==> src/rtl/mult_pkg.sv <==
// Shared definitions for the sequential multiplier family: control states,
// iteration count and the operand geometry the fixed 8-bit adder supports.
package mult_pkg;

    localparam int MULT_WIDTH = 8;
    localparam int MULT_CNT_W = 3;
    localparam int MULT_ITERS = 8;

    typedef enum logic [1:0] {
        IDLE = 2'd0,
        RUN  = 2'd1,
        DONE = 2'd2
    } state_e;

endpackage

==> src/rtl/brent_kung_8.sv <==
// 8-bit Brent-Kung parallel-prefix adder: log-depth up-sweep of group
// generate/propagate followed by a sparse down-sweep for the odd positions.
module brent_kung_8 (
    output logic [7:0] sum,
    output logic       cout,
    input  logic [7:0] in1,
    input  logic [7:0] in2,
    input  logic       cin
);

    logic [7:0] g;
    logic [7:0] p;
    logic [7:0] c;

    // Group terms named g<hi><lo> / p<hi><lo>; cin is folded into bit 0 so
    // every prefix that reaches bit 0 needs only its generate term.
    logic g0c;
    logic g10, g32, g54, g76;
    logic p32, p54, p76;
    logic g30, g74, p74;
    logic g70;
    logic g50, g20, g40, g60;

    assign g = in1 & in2;
    assign p = in1 ^ in2;

    assign g0c = g[0] | (p[0] & cin);

    assign g10 = g[1] | (p[1] & g0c);
    assign g32 = g[3] | (p[3] & g[2]);
    assign p32 = p[3] & p[2];
    assign g54 = g[5] | (p[5] & g[4]);
    assign p54 = p[5] & p[4];
    assign g76 = g[7] | (p[7] & g[6]);
    assign p76 = p[7] & p[6];

    assign g30 = g32 | (p32 & g10);
    assign g74 = g76 | (p76 & g54);
    assign p74 = p76 & p54;

    assign g70 = g74 | (p74 & g30);

    assign g50 = g54 | (p54 & g30);
    assign g20 = g[2] | (p[2] & g10);
    assign g40 = g[4] | (p[4] & g30);
    assign g60 = g[6] | (p[6] & g50);

    assign c    = {g60, g50, g40, g30, g20, g10, g0c, cin};
    assign sum  = p ^ c;
    assign cout = g70;

endmodule

==> src/rtl/seq_shift_add_mult_8.sv <==
// Radix-2 shift-and-add 8x8 unsigned multiplier: one partial product per
// cycle through a shared 8-bit prefix adder, 9 busy cycles per product.
module seq_shift_add_mult_8
    import mult_pkg::*;
#(
    parameter int WIDTH = 8,
    parameter int CNT_W = $clog2(WIDTH)
) (
    input  logic                 clk,
    input  logic                 rst,
    input  logic                 start,
    input  logic [WIDTH-1:0]     in1,
    input  logic [WIDTH-1:0]     in2,
    output logic                 busy,
    output logic                 done,
    output logic [2*WIDTH-1:0]   product
);

    generate
        if (WIDTH != MULT_WIDTH || CNT_W != MULT_CNT_W) begin : g_bad_width
            $error("seq_shift_add_mult_8 supports only WIDTH=8 / CNT_W=3");
        end
    endgenerate

    state_e               state_q, state_d;
    logic [WIDTH-1:0]     mcand_q, mcand_d;
    logic [WIDTH-1:0]     acc_q, acc_d;
    logic [WIDTH-1:0]     q_q, q_d;
    logic [CNT_W-1:0]     cnt_q, cnt_d;
    logic [2*WIDTH-1:0]   product_q, product_d;

    logic [WIDTH-1:0]     add_b;
    logic [WIDTH-1:0]     add_sum;
    logic                 add_cout;
    logic [2*WIDTH-1:0]   shifted;
    logic                 last_iter;

    assign add_b = q_q[0] ? mcand_q : '0;

    brent_kung_8 u_add (
        .sum  (add_sum),
        .cout (add_cout),
        .in1  (acc_q),
        .in2  (add_b),
        .cin  (1'b0)
    );

    // The adder's carry-out becomes the accumulator MSB as {acc,q} shifts right.
    assign shifted   = {add_cout, add_sum, q_q[WIDTH-1:1]};
    assign last_iter = (cnt_q == CNT_W'(MULT_ITERS - 1));

    always_ff @(posedge clk) begin
        // NOTE: sequential state uses <= so every flop samples pre-edge values.
        if (rst) begin
            state_q   <= IDLE;
            mcand_q   <= '0;
            acc_q     <= '0;
            q_q       <= '0;
            cnt_q     <= '0;
            product_q <= '0;
        end else begin
            state_q   <= state_d;
            mcand_q   <= mcand_d;
            acc_q     <= acc_d;
            q_q       <= q_d;
            cnt_q     <= cnt_d;
            product_q <= product_d;
        end
    end

    always_comb begin
        // NOTE: default first, so no path through the case can infer a latch.
        state_d = state_q;
        unique case (state_q)
            IDLE:    if (start) state_d = RUN;
            RUN:     if (last_iter) state_d = DONE;
            DONE:    state_d = IDLE;
            default: state_d = IDLE;
        endcase
    end

    always_comb begin
        mcand_d   = mcand_q;
        acc_d     = acc_q;
        q_d       = q_q;
        cnt_d     = cnt_q;
        product_d = product_q;
        unique case (state_q)
            IDLE: begin
                if (start) begin
                    mcand_d = in1;
                    q_d     = in2;
                    acc_d   = '0;
                    cnt_d   = '0;
                end
            end
            RUN: begin
                {acc_d, q_d} = shifted;
                cnt_d        = cnt_q + CNT_W'(1);
                // Load the result on the final shift so it is already valid
                // during the DONE cycle and held from then on.
                if (last_iter) product_d = shifted;
            end
            default: ;
        endcase
    end

    always_comb begin
        busy    = (state_q != IDLE);
        done    = (state_q == DONE);
        product = product_q;
    end

endmodule

==> config.mk <==
export PLATFORM = sky130hd
export DESIGN_NAME = seq_shift_add_mult_8
export DESIGN_NICKNAME = d
export VERILOG_FILES = /design/src/rtl/mult_pkg.sv /design/src/rtl/brent_kung_8.sv /design/src/rtl/seq_shift_add_mult_8.sv
export SDC_FILE = /design/constraint.sdc
export NUM_CORES = 1
export LEC_CHECK = 0
export ABC_CLOCK_PERIOD_IN_PS = 2600
export CAP_MARGIN = 5
export CELL_PAD_IN_SITES_DETAIL_PLACEMENT = 0
export CELL_PAD_IN_SITES_GLOBAL_PLACEMENT = 2
export CORE_MARGIN = 3
export CORE_UTILIZATION = 31
export CTS_CLUSTER_DIAMETER = 30
export DETAILED_ROUTE_END_ITERATION = 6
export GPL_ROUTABILITY_DRIVEN = 1
export PLACE_DENSITY = 0.89
export SLEW_MARGIN = 25
export SYNTH_ARGS = -nofsm -noshare
export SYNTH_HDL_FRONTEND = slang
export SYNTH_SLANG_ARGS = --single-unit
==> constraint.sdc <==
create_clock -name clk -period 2.6 [get_ports clk]
set_input_delay 0.78 -clock clk [delete_from_list [all_inputs] [get_ports clk]]
set_output_delay 0.78 -clock clk [all_outputs]
set_load 0.05 [all_outputs]
==> results.json, run 1 <==
{
  "cts_sinks": 45,
  "critPathSlowestCell": "sky130_fd_sc_hd__clkdlybuf4s50_1",
  "clock_skew_ns": 0.008646,
  "crit_path_max_fanout": 5,
  "post-synth-top-area-fraction": 0.4211,
  "yosys.cell_types.count": 35,
  "area.growth.synth_to_final_pct": 23.92,
  "max_cap_violations": 0,
  "worstSkewPairLatency_ns": 0.30,
  "rows": 29,
  "synthMostInstantiatedCell": "sky130_fd_sc_hd__nand2_1",
  "crit_required_ns": 1.82,
  "worstPathArrival_ns": 1.69,
  "critical_path_cell_by_cell": "and2b_2 > clkdlybuf4s50_1",
  "worst_hold_path_type": "flop to flop",
  "syn-cell-area_sq_um": 2140,
  "vias_per_cell": 4.738,
  "chipHeight_um": 89.08,
  "final.min_clock_period_ns": 2.471,
  "cp_slowest_stage_delay_ns": 0.80,
  "worstMarginPinSlew_ns": 0.5215,
  "grtUsageTotal": 0.1240,
  "worstSetupEndpointType": "output pin",
  "final_layout_size_suffix_gt1_frac": 0.1489,
  "grt_setup_unrepaired": "no",
  "totalNegativeSetupSlack_ns": 0,
  "top_level_ports": 37,
  "vias": 1701,
  "synth_enable_flop_cells": 0,
  "grt_max_degree": 28,
  "route.detailed.drc": 0,
  "start_util": 0.3276,
  "hold_path_depth": 2,
  "r2r_cells": 10,
  "cp-start-kind": "flop",
  "antenna_found_initial": 0,
  "grt_pass1_wl_mm": 7.748,
  "synth_warnings": 0,
  "syn-instance-count": 246,
  "power_leakage_nw": 0.9761,
  "antenna-diode-count": 0,
  "critical_path_class": "flop to output pin",
  "final_min_period_over_clock_period": 0.9503,
  "synth_area_per_inst_sq_um": 8.697,
  "ys_seq_elements": 45,
  "first_global_vias": 1600,
  "synth_area_leaders": "sky130_fd_sc_hd__dfxtp_1 (42%), sky130_fd_sc_hd__nand2_1 (9.8%), sky130_fd_sc_hd__ha_1 (5.3%)",
  "initialDrtViolationCount": 45,
  "layout_setup_ws_ns": 0.1293,
  "ys_dominant_reg_cell": "sky130_fd_sc_hd__dfxtp_1",
  "dieArea_sq_um": 7934,
  "synth_common_cells": "sky130_fd_sc_hd__nand2_1 (56), sky130_fd_sc_hd__dfxtp_1 (45), sky130_fd_sc_hd__nor2_1 (25), sky130_fd_sc_hd__a21oi_1 (20)",
  "wl_per_cell_um": 13.01,
  "drtPass1Iterations": 4,
  "global_route.overflow_total": 0,
  "syn-num-nets": 278,
  "dpl.hpwl_mm": 3.465,
  "power-per-cell-area_nw_per_um2": 541.2,
  "ys_seq_area_frac": 0.4211,
  "utilization": 0.4059,
  "totalPowerFinal_mw": 1.435,
  "vdd_drop_max_mv": 0.2280,
  "cts_tree": "done",
  "max_transition_margin": 0.6515,
  "post-place-ws_ns": 0.2366,
  "synth-async-reset-ratio": 0,
  "cts-buffers-inserted": 5,
  "setup_violations": 0,
  "coreArea_sq_um": 6531,
  "nets": 313,
  "die-width_um": 89.08,
  "final-hold-violation-count": 0,
  "cts.reportedPaths.clkPinSlew_ns": 0.08,
  "status": "complete, no violations",
  "gp_congestion": 0.7418,
  "placement.io_buffers": 36,
  "placed_cell_area_sq_um": 2530,
  "cts-htree-levels": 2,
  "cts.root.buffer_cell": "sky130_fd_sc_hd__clkbuf_8",
  "synth_area_leader_cell": "sky130_fd_sc_hd__dfxtp_1",
  "detail_route.wirelength_mm": 4.670,
  "drv_slew": 0,
  "detail-route-antenna-nets": 0,
  "fmax_mhz": 404.8,
  "finish.instance_area_sq_um": 2651,
  "max_buffers_root_to_sink": 2
}
final timing paths:
kind	from	to	slack [ns]
worst max-delay path	state_q[1]	done	0.13
worst min-delay path	product[1]	product[1]	0.46
worst max register to register	q_q[0]	product[13]	0.28
worst min register to register	product[1]	product[1]	0.46
metrics by stage:
step | hold WS, ns | cells
after CTS | 0.4592 | 359
after global routing | 0.4797 | 359
after detailed placement | 0.4477 | 351
final | 0.4584 | 359
after global placement | 0.4452 | 351
after floorplan | 0.4317 | 246
area by class of cell:
| type | instances | area (sq um) |
|---|---|---|
| Clock inverter | 2 | 37.54 |
| Inverter | 7 | 26.28 |
| Sequential cell | 45 | 902.1 |
| Multi-Input combinational cell | 178 | 1091 |
| Timing Repair Buffer | 44 | 415.4 |
| Fill cell | 678 | 3880 |
| Clock buffer | 6 | 82.58 |
| Tap cell | 77 | 96.34 |
cell families after synthesis:
| kind of cell | after synthesis | share of synthesized area |
|---|---|---|
| fa+ha+maj | 13 | 0.09006 |
| simple gates | 112 | 0.2386 |
| buf+inv | 23 | 0.06901 |
| xor+xnor | 3 | 0.01228 |
| flops | 45 | 0.4211 |
| compound gates | 50 | 0.1690 |
cells in the final DEF, fill, tap and decap left out:
cell type | Yosys | layout
sky130_fd_sc_hd__and2_1 | 6 | 6
sky130_fd_sc_hd__a21oi_2 | 9 | 9
sky130_fd_sc_hd__nor2b_4 | 1 | 1
sky130_fd_sc_hd__nand2b_1 | 4 | 4
sky130_fd_sc_hd__nand3b_1 | 2 | 2
sky130_fd_sc_hd__nor4b_1 | 1 | 1
sky130_fd_sc_hd__a311oi_1 | 6 | 6
sky130_fd_sc_hd__a211oi_1 | 3 | 3
sky130_fd_sc_hd__and2_4 | 1 | 1
sky130_fd_sc_hd__o21bai_1 | 1 | 1
sky130_fd_sc_hd__clkbuf_8 | 0 | 6
sky130_fd_sc_hd__dfxtp_1 | 45 | 44
sky130_fd_sc_hd__clkinvlp_4 | 0 | 1
sky130_fd_sc_hd__a211oi_2 | 1 | 1
sky130_fd_sc_hd__buf_4 | 0 | 8
sky130_fd_sc_hd__bufinv_16 | 0 | 1
sky130_fd_sc_hd__clkdlybuf4s50_1 | 0 | 35
sky130_fd_sc_hd__fa_1 | 4 | 4
sky130_fd_sc_hd__ha_1 | 9 | 9
sky130_fd_sc_hd__a311oi_2 | 2 | 2
sky130_fd_sc_hd__nor2_2 | 1 | 1
sky130_fd_sc_hd__inv_1 | 7 | 7
sky130_fd_sc_hd__o211ai_1 | 1 | 1
sky130_fd_sc_hd__o21a_1 | 1 | 1
sky130_fd_sc_hd__xnor2_1 | 3 | 3
sky130_fd_sc_hd__buf_2 | 6 | 1
sky130_fd_sc_hd__a31oi_1 | 4 | 4
sky130_fd_sc_hd__and2b_2 | 1 | 1
sky130_fd_sc_hd__nand3_1 | 5 | 5
sky130_fd_sc_hd__nand2_1 | 56 | 56
sky130_fd_sc_hd__dfxtp_2 | 0 | 1
sky130_fd_sc_hd__nor2_1 | 25 | 25
sky130_fd_sc_hd__or2b_1 | 1 | 1
sky130_fd_sc_hd__o41ai_1 | 2 | 2
sky130_fd_sc_hd__nand2_2 | 8 | 8
sky130_fd_sc_hd__a21oi_1 | 20 | 20
report_power, final:
part	switching, mW	internal [mW]	leakage, nW
clock network	0.242	0.313	0.0574
logic	0.0827	0.0663	0.552
registers	0.0187	0.713	0.366
registers in the layout, indices dropped and copies added (netlist names):
signal   cells
acc_q        8
cnt_q        3
mcand_q      8
product     16
q_q          8
state_q      2
critical path: cells and delay by family (launching register included):
kind	cells	cell delay (ns)
flip-flops	1	0.43
buffers and inverters	1	0.80
AND/OR/NAND/NOR	1	0.17
layer usage:
layer	share of wire	global-route usage
met1	0.48	0.1624
met2	0.49	0.2085
met3	0.021	0.02304
met4	0.011	0.03654
met5	0	0
repair_timing:
item / CTS / global route
buffers inserted: 0 / 0
hold buffers: 0 / 0
gates resized for setup: 0 / 1
setup endpoints to repair: 0 / 2
No activity file was read; power rests on OpenSTA's default activity.
==> run 2: changes to the inputs <==
--- a/config.mk
+++ b/config.mk
@@ -10,12 +10,14 @@
 export CELL_PAD_IN_SITES_DETAIL_PLACEMENT = 0
 export CELL_PAD_IN_SITES_GLOBAL_PLACEMENT = 2
 export CORE_MARGIN = 3
-export CORE_UTILIZATION = 31
+export CORE_UTILIZATION = 33
+export CTS_BUF_LIST = sky130_fd_sc_hd__clkbuf_4 sky130_fd_sc_hd__clkbuf_8
 export CTS_CLUSTER_DIAMETER = 30
 export DETAILED_ROUTE_END_ITERATION = 6
 export GPL_ROUTABILITY_DRIVEN = 1
-export PLACE_DENSITY = 0.89
+export PLACE_DENSITY = 0.93
 export SLEW_MARGIN = 25
 export SYNTH_ARGS = -nofsm -noshare
 export SYNTH_HDL_FRONTEND = slang
 export SYNTH_SLANG_ARGS = --single-unit
+export TNS_END_PERCENT = 1
==> results.json, run 2 (synthesis results as in run 1) <==
{
  "status": "complete, no violations",
  "instances_no_fill": 356,
  "detail_route.wirelength_mm": 4.568,
  "wl_per_cell_um": 12.83,
  "dieArea_sq_um": 7486,
  "power-per-cell-area_nw_per_um2": 504.8,
  "max_reg_flops": 16,
  "cts.reportedPaths.clkPinSlew_ns": 0.08,
  "cts-htree-levels": 2,
  "crit_path_max_fanout": 5,
  "critPathSlowestCell": "sky130_fd_sc_hd__clkdlybuf4s50_1",
  "clock_skew_ns": 0.005031,
  "post-cts-setup-buffer-count": 0,
  "worstSetupEndpointType": "output pin",
  "final-hold-violation-count": 0,
  "final_layout_size_suffix_gt1_frac": 0.1495,
  "coreArea_sq_um": 6096,
  "nets": 313,
  "max_buffers_root_to_sink": 2,
  "worstSkewPairLatency_ns": 0.30,
  "filler_cell_count": 629,
  "drv_slew": 0,
  "vias_per_cell": 4.809,
  "initialDrtViolationCount": 87,
  "layout.cells.most_common": "sky130_fd_sc_hd__nand2_1",
  "final.min_clock_period_ns": 2.479,
  "cp-start-kind": "flop",
  "rows": 28,
  "dpl.hpwl_mm": 3.388,
  "grt_pass1_wl_mm": 8.031,
  "critical_path_cell_by_cell": "and2b_2 > clkdlybuf4s50_1",
  "place.detailed.instances": 349,
  "cts_tree": "done",
  "antenna-diode-count": 0,
  "first_global_vias": 1742,
  "grtUsageTotal": 0.1344,
  "worst_hold_path_type": "flop to flop",
  "rrSetupSlack_ns": 0.24,
  "power_leakage_nw": 0.9793,
  "route.detailed.drc": 0,
  "setup_violations": 0,
  "crit_required_ns": 1.82,
  "ff_latch_area_sq_um": 902.1,
  "gp_congestion": 0.8654,
  "max_transition_margin": 0.4699,
  "multi_input_area_sq_um": 1099,
  "fmax_mhz": 403.4,
  "worstMarginPinSlew_ns": 0.7952,
  "drtPass1Iterations": 4,
  "totalPowerFinal_mw": 1.332,
  "area.growth.synth_to_final_pct": 23.33,
  "post-place-ws_ns": 0.1788,
  "cp_slowest_stage_delay_ns": 0.79,
  "critical_path_class": "flop to output pin",
  "die-width_um": 86.52,
  "top_level_ports": 37,
  "cts.root.buffer_cell": "sky130_fd_sc_hd__clkbuf_8",
  "cts-buffers-inserted": 5,
  "max_cap_violations": 0,
  "final_cell_mix": "sky130_fd_sc_hd__nand2_1 (56), sky130_fd_sc_hd__dfxtp_1 (44), sky130_fd_sc_hd__clkdlybuf4s50_1 (35)",
  "totalNegativeSetupSlack_ns": 0,
  "grt_setup_unrepaired": "no",
  "final_min_period_over_clock_period": 0.9535,
  "timing.critical_path.max_delay_family": "buffers and inverters",
  "antenna_found_initial": 0,
  "placement.io_buffers": 36,
  "global_route.overflow_total": 0,
  "grt_max_degree": 28,
  "final.hold.worst_slack_ns": 0.4524,
  "cts_hold_buffers": 0,
  "buffer_and_inverter_count_on_the_worst_path": 1,
  "cts_sinks": 45,
  "vias": 1712,
  "post_cts.resized_instances": 0,
  "detail-route-antenna-nets": 0,
  "worstPathArrival_ns": 1.70,
  "start_util": 0.3510,
  "layout_setup_ws_ns": 0.1209,
  "chipHeight_um": 86.52,
  "vdd_drop_max_mv": 0.2929
}
==> run 2: changes by cell type in the layout (fill, tap and decap cells not counted), sizes merged <==
cell,change
clkbuf,+1
bufinv,-1
clkinvlp,-1
==> run 2: path summary, 6_finish.rpt <==
path | startpoint | end | depth (start not counted)
hold reg to reg | mcand_q[7] | mcand_q[7] | 2
hold / removal | mcand_q[7] | mcand_q[7] | 2
setup / recovery | state_q[1] | done | 2
setup reg to reg | q_q[0] | acc_q[6] | 12
==> run 2: where the power goes <==
part	internal (mW)	switching, mW
logic	0.0702	0.0834
registers	0.713	0.0183
clock network	0.222	0.226
total	1.00	0.328
==> run 2: final cells by class <==
class / count / share of cell area
clock buffer: 7 / 0.03414
sequential: 45 / 0.3419
inverter: 7 / 0.009957
multi-input combinational: 178 / 0.4163
timing repair buffer: 44 / 0.1622
tap: 75 / 0.03556
==> run 2: layer usage <==
metal,vias up,share of wire,GRT usage
li1,882,-,-
met1,798,0.46,0.1780
met2,25,0.49,0.2218
met3,7,0.032,0.02471
met4,0,0.015,0.04249
met5,-,0,0
==> run 2: tightest hold or removal path, stage by stage, from the launching register on <==
cell and delay [ns]:
sky130_fd_sc_hd__dfxtp_1 0.31, sky130_fd_sc_hd__nand2_1 0.05, sky130_fd_sc_hd__a21oi_1 0.05
==> run 2: through the flow <==
| stage | utilization | area (sq um) |
|---|---|---|
| finish | 0.4329 | 2639 |
| detailed placement | 0.4167 | 2540 |
| CTS | 0.4314 | 2630 |
| global placement | 0.4167 | 2540 |
| global route | 0.4329 | 2639 |
| floorplan | - | 2140 |
